[src/rtl/eq_pkg_amisha.sv]
// Shared types for the serial N-bit equality comparator.
package eq_pkg_amisha;

  localparam int EQ_N_DEFAULT = 8;

  typedef enum logic [1:0] {
    ST_IDLE  = 2'd0,
    ST_SHIFT = 2'd1,
    ST_DONE  = 2'd2
  } eq_state_e;

endpackage

[src/rtl/eq1_cell_amisha.sv]
// Single-bit equality cell: high when both inputs carry the same value.
module eq1_cell_amisha (
  input  logic a_i,
  input  logic b_i,
  output logic eq_o
);

  assign eq_o = ~(a_i ^ b_i);

endmodule

[src/rtl/eqn_serial_amisha.sv]
// Serial N-bit equality comparator: scans LSB first, exits on the first mismatching bit.
module eqn_serial_amisha
  import eq_pkg_amisha::*;
#(
  parameter int N = EQ_N_DEFAULT
) (
  input  logic                 clk_amisha,
  input  logic                 reset_amisha,
  input  logic                 start_amisha,
  input  logic [N-1:0]         a_amisha,
  input  logic [N-1:0]         b_amisha,
  output logic                 busy_amisha,
  output logic                 done_amisha,
  output logic                 eq_amisha,
  output logic [$clog2(N)-1:0] idx_amisha
);

  localparam int IW = $clog2(N);
  localparam logic [IW-1:0] LAST_BIT = IW'(N - 1);

  eq_state_e     state_q, state_d;
  logic [N-1:0]  sr_a_q, sr_a_d;
  logic [N-1:0]  sr_b_q, sr_b_d;
  logic [IW-1:0] cnt_q, cnt_d;
  logic          eq_q, eq_d;
  logic [IW-1:0] idx_q, idx_d;
  logic          bit_eq;

  eq1_cell_amisha u_eq1 (
    .a_i  (sr_a_q[0]),
    .b_i  (sr_b_q[0]),
    .eq_o (bit_eq)
  );

  always_ff @(posedge clk_amisha or posedge reset_amisha) begin
    if (reset_amisha) begin
      state_q <= ST_IDLE;
    end else begin
      state_q <= state_d;
    end
  end

  always_comb begin
    state_d = state_q;
    case (state_q)
      ST_IDLE: begin
        if (start_amisha) state_d = ST_SHIFT;
      end
      ST_SHIFT: begin
        if (!bit_eq || (cnt_q == LAST_BIT)) state_d = ST_DONE;
      end
      ST_DONE: begin
        state_d = ST_IDLE;
      end
      default: begin
        state_d = ST_IDLE;
      end
    endcase
  end

  always_comb begin
    busy_amisha = (state_q != ST_IDLE);
    done_amisha = (state_q == ST_DONE);
  end

  // Datapath: operands are latched once at start; results only move when entering DONE.
  always_comb begin
    sr_a_d = sr_a_q;
    sr_b_d = sr_b_q;
    cnt_d  = cnt_q;
    eq_d   = eq_q;
    idx_d  = idx_q;
    case (state_q)
      ST_IDLE: begin
        if (start_amisha) begin
          sr_a_d = a_amisha;
          sr_b_d = b_amisha;
          cnt_d  = '0;
        end
      end
      ST_SHIFT: begin
        if (!bit_eq) begin
          eq_d  = 1'b0;
          idx_d = cnt_q;
        end else if (cnt_q == LAST_BIT) begin
          eq_d  = 1'b1;
          idx_d = '0;
        end else begin
          sr_a_d = sr_a_q >> 1;
          sr_b_d = sr_b_q >> 1;
          cnt_d  = cnt_q + IW'(1);
        end
      end
      default: begin
      end
    endcase
  end

  always_ff @(posedge clk_amisha or posedge reset_amisha) begin
    if (reset_amisha) begin
      sr_a_q <= '0;
      sr_b_q <= '0;
      cnt_q  <= '0;
      eq_q   <= 1'b0;
      idx_q  <= '0;
    end else begin
      sr_a_q <= sr_a_d;
      sr_b_q <= sr_b_d;
      cnt_q  <= cnt_d;
      eq_q   <= eq_d;
      idx_q  <= idx_d;
    end
  end

  assign eq_amisha  = eq_q;
  assign idx_amisha = idx_q;

endmodule

[config.mk]
export PLATFORM = sky130hd
export DESIGN_NAME = eqn_serial_amisha
export DESIGN_NICKNAME = d
export VERILOG_FILES = /design/src/rtl/eq_pkg_amisha.sv /design/src/rtl/eq1_cell_amisha.sv /design/src/rtl/eqn_serial_amisha.sv
export SDC_FILE = /design/constraint.sdc
export NUM_CORES = 1
export LEC_CHECK = 0
export ABC_AREA = 1
export CORE_ASPECT_RATIO = 1.4
export CORE_UTILIZATION = 40
export CTS_CLUSTER_SIZE = 28
export DETAILED_ROUTE_END_ITERATION = 16
export GPL_ROUTABILITY_DRIVEN = 0
export PLACE_DENSITY = 0.74
export SLEW_MARGIN = 20
export SYNTH_ARGS = -nofsm -noshare
export SYNTH_HDL_FRONTEND = slang
export SYNTH_SLANG_ARGS = --single-unit
[constraint.sdc]
create_clock -name clk_amisha -period 3.9 [get_ports clk_amisha]
set_input_delay 0.78 -clock clk_amisha [delete_from_list [all_inputs] [get_ports clk_amisha]]
set_output_delay 0.78 -clock clk_amisha [all_outputs]
set_load 0.01 [all_outputs]
# --- Word-level counts from Yosys, hierarchy flattened ---
# Cells that the tools add are included.
totals:
  wordCells: 42
  input_bits: 19
  regBits: 25
  output_inout_bits: 6
op_classes:
  n_reduce_logical: 8
  n_mux: 19
  addsub: 1
  n_bitwise: 1
  n_eq_ne: 7
op_table:
  columns: ["op", "n"]
  rows:
  - ["8-bit 2-to-1 mux", 6]
  - ["8-bit case mux with 2 select lines", 2]
  - ["3-bit 2-to-1 mux", 5]
  - ["2-bit inequality test (second input constant)", 4]
  - ["3-bit case mux with 2 select lines", 1]
  - ["2-bit nonzero test", 3]
  - ["2-bit 2-to-1 mux", 2]
  - ["2-bit case mux with 2 select lines", 1]
  - ["2-bit AND reduction", 2]
  - ["4-bit AND reduction", 1]
  - ["3-bit by 1-bit adder with 3-bit output (second input constant)", 1]
  - ["3-bit equality test (second input constant)", 1]
  - ["2-bit by 1-bit equality test with 1-bit output (second input constant)", 1]
  - ["2-bit equality test (second input constant)", 1]
  - ["2-bit zero test", 1]
  - ["1-bit 2-to-1 mux", 2]
  - ["1-bit logical OR", 1]
  - ["1-bit XOR", 1]

# --- Logic depth before layout (Yosys ltp) ---
depth:
  ltp_word: 4
  depth_mapped: 9
  ltp_nobuf: 8

# --- Cells and area by module ---
# From an unflattened synthesis, not the netlist that was laid out.
unflattened:
  cells_unflattened: 169
  hier_area_um2: 1382.6
by_module_without_submodules:
  columns: ["module", "seq_area_each_um2", "area_each_um2", "n_inst", "cells_per_inst"]
  rows:
  - ["eqn_serial_amisha", 625.6, 1363.8, 1, 164]
  - ["eq1_cell_amisha", 0.0, 18.8, 1, 5]

# --- Worst setup path after synthesis ---
# No wires, ideal clock.
synth_path:
  path_kind: "flip-flop to output port"
  from: "reg state_q[0]"
  to: "out done_amisha"
  path_stages_with_launch: 4
  n_path_buf: 2
  setup_slack_ns: 2.286
  arrival_time_ns: 0.834
  required_ns: 3.120
  path_cell_list: "dfrtp_1 buf_6 buf_2 nor2_1"
synth_between:
  elab_chain_len: 1
synth_lines:
  columns: ["element", "line", "rtl"]
  rows:
  - ["start, declared", "eqn_serial_amisha.sv:21", "eq_state_e state_q, state_d;"]
  - ["start signal, assigned", "eqn_serial_amisha.sv:39", "state_q <= state_d;"]
  - ["2-bit equality test", "eqn_serial_amisha.sv:63", "done_amisha = (state_q == ST_DONE);"]
  - ["end, declared", "eqn_serial_amisha.sv:13", "output logic done_amisha,"]
# No other way between the ends.

# --- Worst setup path after layout ---
layout_path:
  from: "reg state_q[0]"
  to: "out busy_amisha"
layout_between:
  elab_chain_len: 1
layout_lines:
  columns: ["element", "line", "rtl"]
  rows:
  - ["2-bit nonzero test", "eqn_serial_amisha.sv:62", "busy_amisha = (state_q != ST_IDLE);"]
  - ["end, declared", "eqn_serial_amisha.sv:12", "output logic busy_amisha,"]
# No other way between the ends.

==> results <==
- The flow ran to the end, and the final reports show no timing, DRC or antenna violations.
- In the global route stage, overall resource usage came out at 0.1577.
- The launching element type of the critical path is a flop.
- The final worst slack is approximately 1.4 ns.
- The cell count of the worst reg-to-reg path is 6.
- The share of synthesized area in the top cell type comes to 0.4643.
- The post-cts repair resize count is 0.
- The number of synthesized flops with an enable pin is 0.
- The highest achievable clock rate is 0.3953 GHz.
- The critical path capture point type is an output port.
- The number of sinks on the clock net is 25.
- The global routing met2 resource utilization is 0.2632.
- The buffer levels on the longest clock path is 2.
- A synthesized cell averages 7.700 um^2.
- The area growth from synthesis to layout is 19.68%.
- The sequential cell area fraction in the yosys report is 0.4643.
- The wire length per cell is about 11 um.
- The vias per cell is 4.811.
- The max-slew violation count is 0.
- Clock skew on the completed layout was measured at between 0.0009 and 0.001 ns.
- After synthesis, the most frequently instantiated cells are 67 x nand2_1, 35 x nand3_1, 25 x dfrtp_1.
- The number of global-route vias before repair is 1060.
- After detailed routing, the number of remaining DRC violations is 0.
- The first TritonRoute pass finished after 4 iterations.
- In the final layout, the share of cells above drive strength 1 is 0.1134.
- Across all layers, the routed design uses 1121 vias.
- The number of antenna violations at the first check in global routing came to 0.
- At the end of the flow, the number of nets in the layout was 216.
- The reg-to-reg setup timing slack is about 1.9 ns.
- The compound-gate portion of the synthesized area came to 0.003714.
- The count of buffers from port buffering is 24.
- The overall routed net length is between 2000 and 3000 um.
- The post-synthesis mux area share is 0.
- The endpoint arrival time on the critical path is between 1.5 and 2 ns.
- The number of nets handed over by synthesis was 196.
- The die width is 51.06 um.
- The synthesized flop and latch total is 25.
- The adder-cell share of the synthesized area is 0.01857.
- The worst slack at placement is 1.666 ns.
- The area of the placeable core is 3153 um^2.
- The sum of overflow across all layers after global routing is 0.
- Of the total synthesized cell area, the portion taken by XOR and XNOR cells is 0.
- The number of setup violations in the final report is 0.
- For this run, the number of Yosys warnings is 0.
- The pin count of the biggest net entering global routing is 26.
- The number of setup buffers added after CTS is 0.
- The area share of and/or/nand/nor cells after synthesis is 0.4234.
- The remaining antenna violation count after routing is 0.
- The static leakage is 0.0008726 uW.
- The worst IR drop on VDD is around 330 uV.
- Headroom to the max-slew limit came out at 0.3953.
- The worst-margin pin slew is 0.9015 ns.
- The post-synthesis instance total is 175.
- For this design the ratio of total power to cell area is 728.0 nW/um^2.
- The class of the tightest hold or removal check is reg -> reg.
- The most heavily used metal layer in global routing is met2.
- The repair_antennas step left the layout with diodes totalling 0.
- The met3 routing resource usage after global routing is 0.02366.
- In this run the critical register-to-register path is captured at cnt_q[2]$_DFFE_PP0P_.
- The clock tree from TritonCTS is yes.
- The wire length of the first global-routing pass is 4464 um.
- The fill cell total of the finished layout is 311.
- The clock root buffer master is clkbuf_8.
- After clock tree synthesis, the clock-pin slew on the worst setup and hold paths is 0.08 ns.
- The hold violation total from the final report is 0.
- The largest area contributor in the synthesized netlist is dfrtp_1.
- The boundary pin count is 25.
- The kind of critical path is reg -> out.
- In the global route stage, met1 resource usage came out at 0.2061.
- The number of hold buffers added after CTS was 0.
- Setup repair after global routing left no endpoint under its margin.
- After synthesis, the cell types taking the most area are dfrtp_1 46%, nand2_1 19%, nand3_1 13%.
- After floorplanning, the core was divided into 24 placement rows.
- The minimum clock period after layout is 2.530 ns.
- For the worst setup path, the data required time is 3.12 ns.
- The worst hold path passes through 2 cells.
- In the finished design, the share of the clock period the worst path needs comes to 0.6487.
- The beginning of the worst hold path is sr_a_q[7]$_DFFE_PP0P_.
- The HPWL reported at the end of detailed placement is around 1700 um.
- The detailed router finished its first iteration with 33 violations.
- Of all nets on the critical path, the largest fanout is 19.
- The count of cell types in the netlist is 15.
- Max-cap violations in this run came to 0.
- In the final timing run, aggregate negative setup slack is 0 ns.
- After synthesis, the largest family of logic cells by area is simple AND/OR/NAND/NOR gates.
- For this run, the leading register cell type out of synthesis is dfrtp_1.
- The launching point of the worst reg2reg path is state_q[0]$_DFFE_PP0P_.
- The initial utilization of the core area, before any placement, comes to 0.4274.
- The synthesized cell area is 1348 um^2.
- The leading cell type by number of instances after synthesis is nand2_1.
- The die outline height is 70.68 um.
- The number of levels in the clock H-tree is 1.
- The worst-skew pair later-pin latency is 0.26 ns.
- Clock tree synthesis inserted a total of 3 buffers.
- The floorplan die area is ~3600 um^2.
- In the synthesized netlist the async set-or-reset flop fraction comes to 1.000.
- For hold timing, the worst endpoint is sr_a_q[7]$_DFFE_PP0P_.
-- cell type report --
class	count	area, um^2	area share
Clock buffer	4	45.04	0.02793
Timing Repair Buffer	24	240.2	0.1490
Multi-Input combinational cell	127	600.6	0.3724
Inverter	14	52.55	0.03258
Sequential cell	25	625.6	0.3879
Tap cell	39	48.80	0.03026
-- worst max path at each step --
stage,startpoint,endpoint,slack [ns],depth (start not counted)
2_1_floorplan,state_q[0]$_DFFE_PP0P_,done_amisha,2.29,3
3_3_place_gp,state_q[0]$_DFFE_PP0P_,busy_amisha,1.66,3
3_5_place_dp,state_q[0]$_DFFE_PP0P_,busy_amisha,1.67,3
4_1_cts,state_q[0]$_DFFE_PP0P_,busy_amisha,1.37,3
5_1_grt,state_q[0]$_DFFE_PP0P_,busy_amisha,1.27,3
6_report,state_q[0]$_DFFE_PP0P_,busy_amisha,1.37,3
-- report_power, final --
group,switching [uW],internal [uW],leakage [uW]
clock,75.2,72.8,0.0000228
combinational,355,210,0.000528
sequential,96.1,365,0.000322
-- critical path: stages, from the launching register on --
cell and delay (ns):
dfrtp_1 0.80, nor2_2 0.09, inv_1 0.07, clkdlybuf4s50_1 0.52
-- routing by layer --
metal / vias to the layer above / wire length [um] / share of wire
met5: - / 0 / 0
met4: 0 / 19 / 0.0074
met3: 2 / 76 / 0.029
met2: 20 / 1219 / 0.47
met1: 515 / 1264 / 0.49
li1: 584 / - / -
-- flip-flops by register name, indices dropped and copies added, names as in the netlist --
name	count
eq_amisha	1
sr_b_q	8
sr_a_q	8
state_q	2
idx_amisha	3
cnt_q	3
-- kinds of logic after synthesis --
| group | count (synthesis) |
|---|---|
| DFF | 25 |
| AOI/OAI and AO/OA | 1 |
| adders and majority gates | 2 |
| and+or+nand+nor | 124 |
| buffers and inverters | 23 |
-- metrics by stage --
stage            util  total power (uW)  instances  hold WS, ns  instance area, um^2
3_3_place_gp   0.4972              1032        229       0.4565                 1568
5_1_grt        0.5115              1284        233       0.4958                 1613
2_1_floorplan       -             949.2        175       0.4427                 1348
6_report       0.5115              1174        233       0.4800                 1613
3_5_place_dp   0.4972              1039        229       0.4591                 1568
4_1_cts        0.5115              1193        233       0.4863                 1613
-- cell usage in the layout (no fill, tap or decap), drive strengths merged --
cell type      synthesis  layout
clkinv                 0       1
o21ai                  1       1
nand2                 81      81
dfrtp                 25      25
clkdlybuf4s50          0      24
ha                     2       2
inv                   14      13
nand3                 36      36
clkbuf                 0       4
nor2                   7       7
No activity file was read; power rests on OpenSTA's default activity.
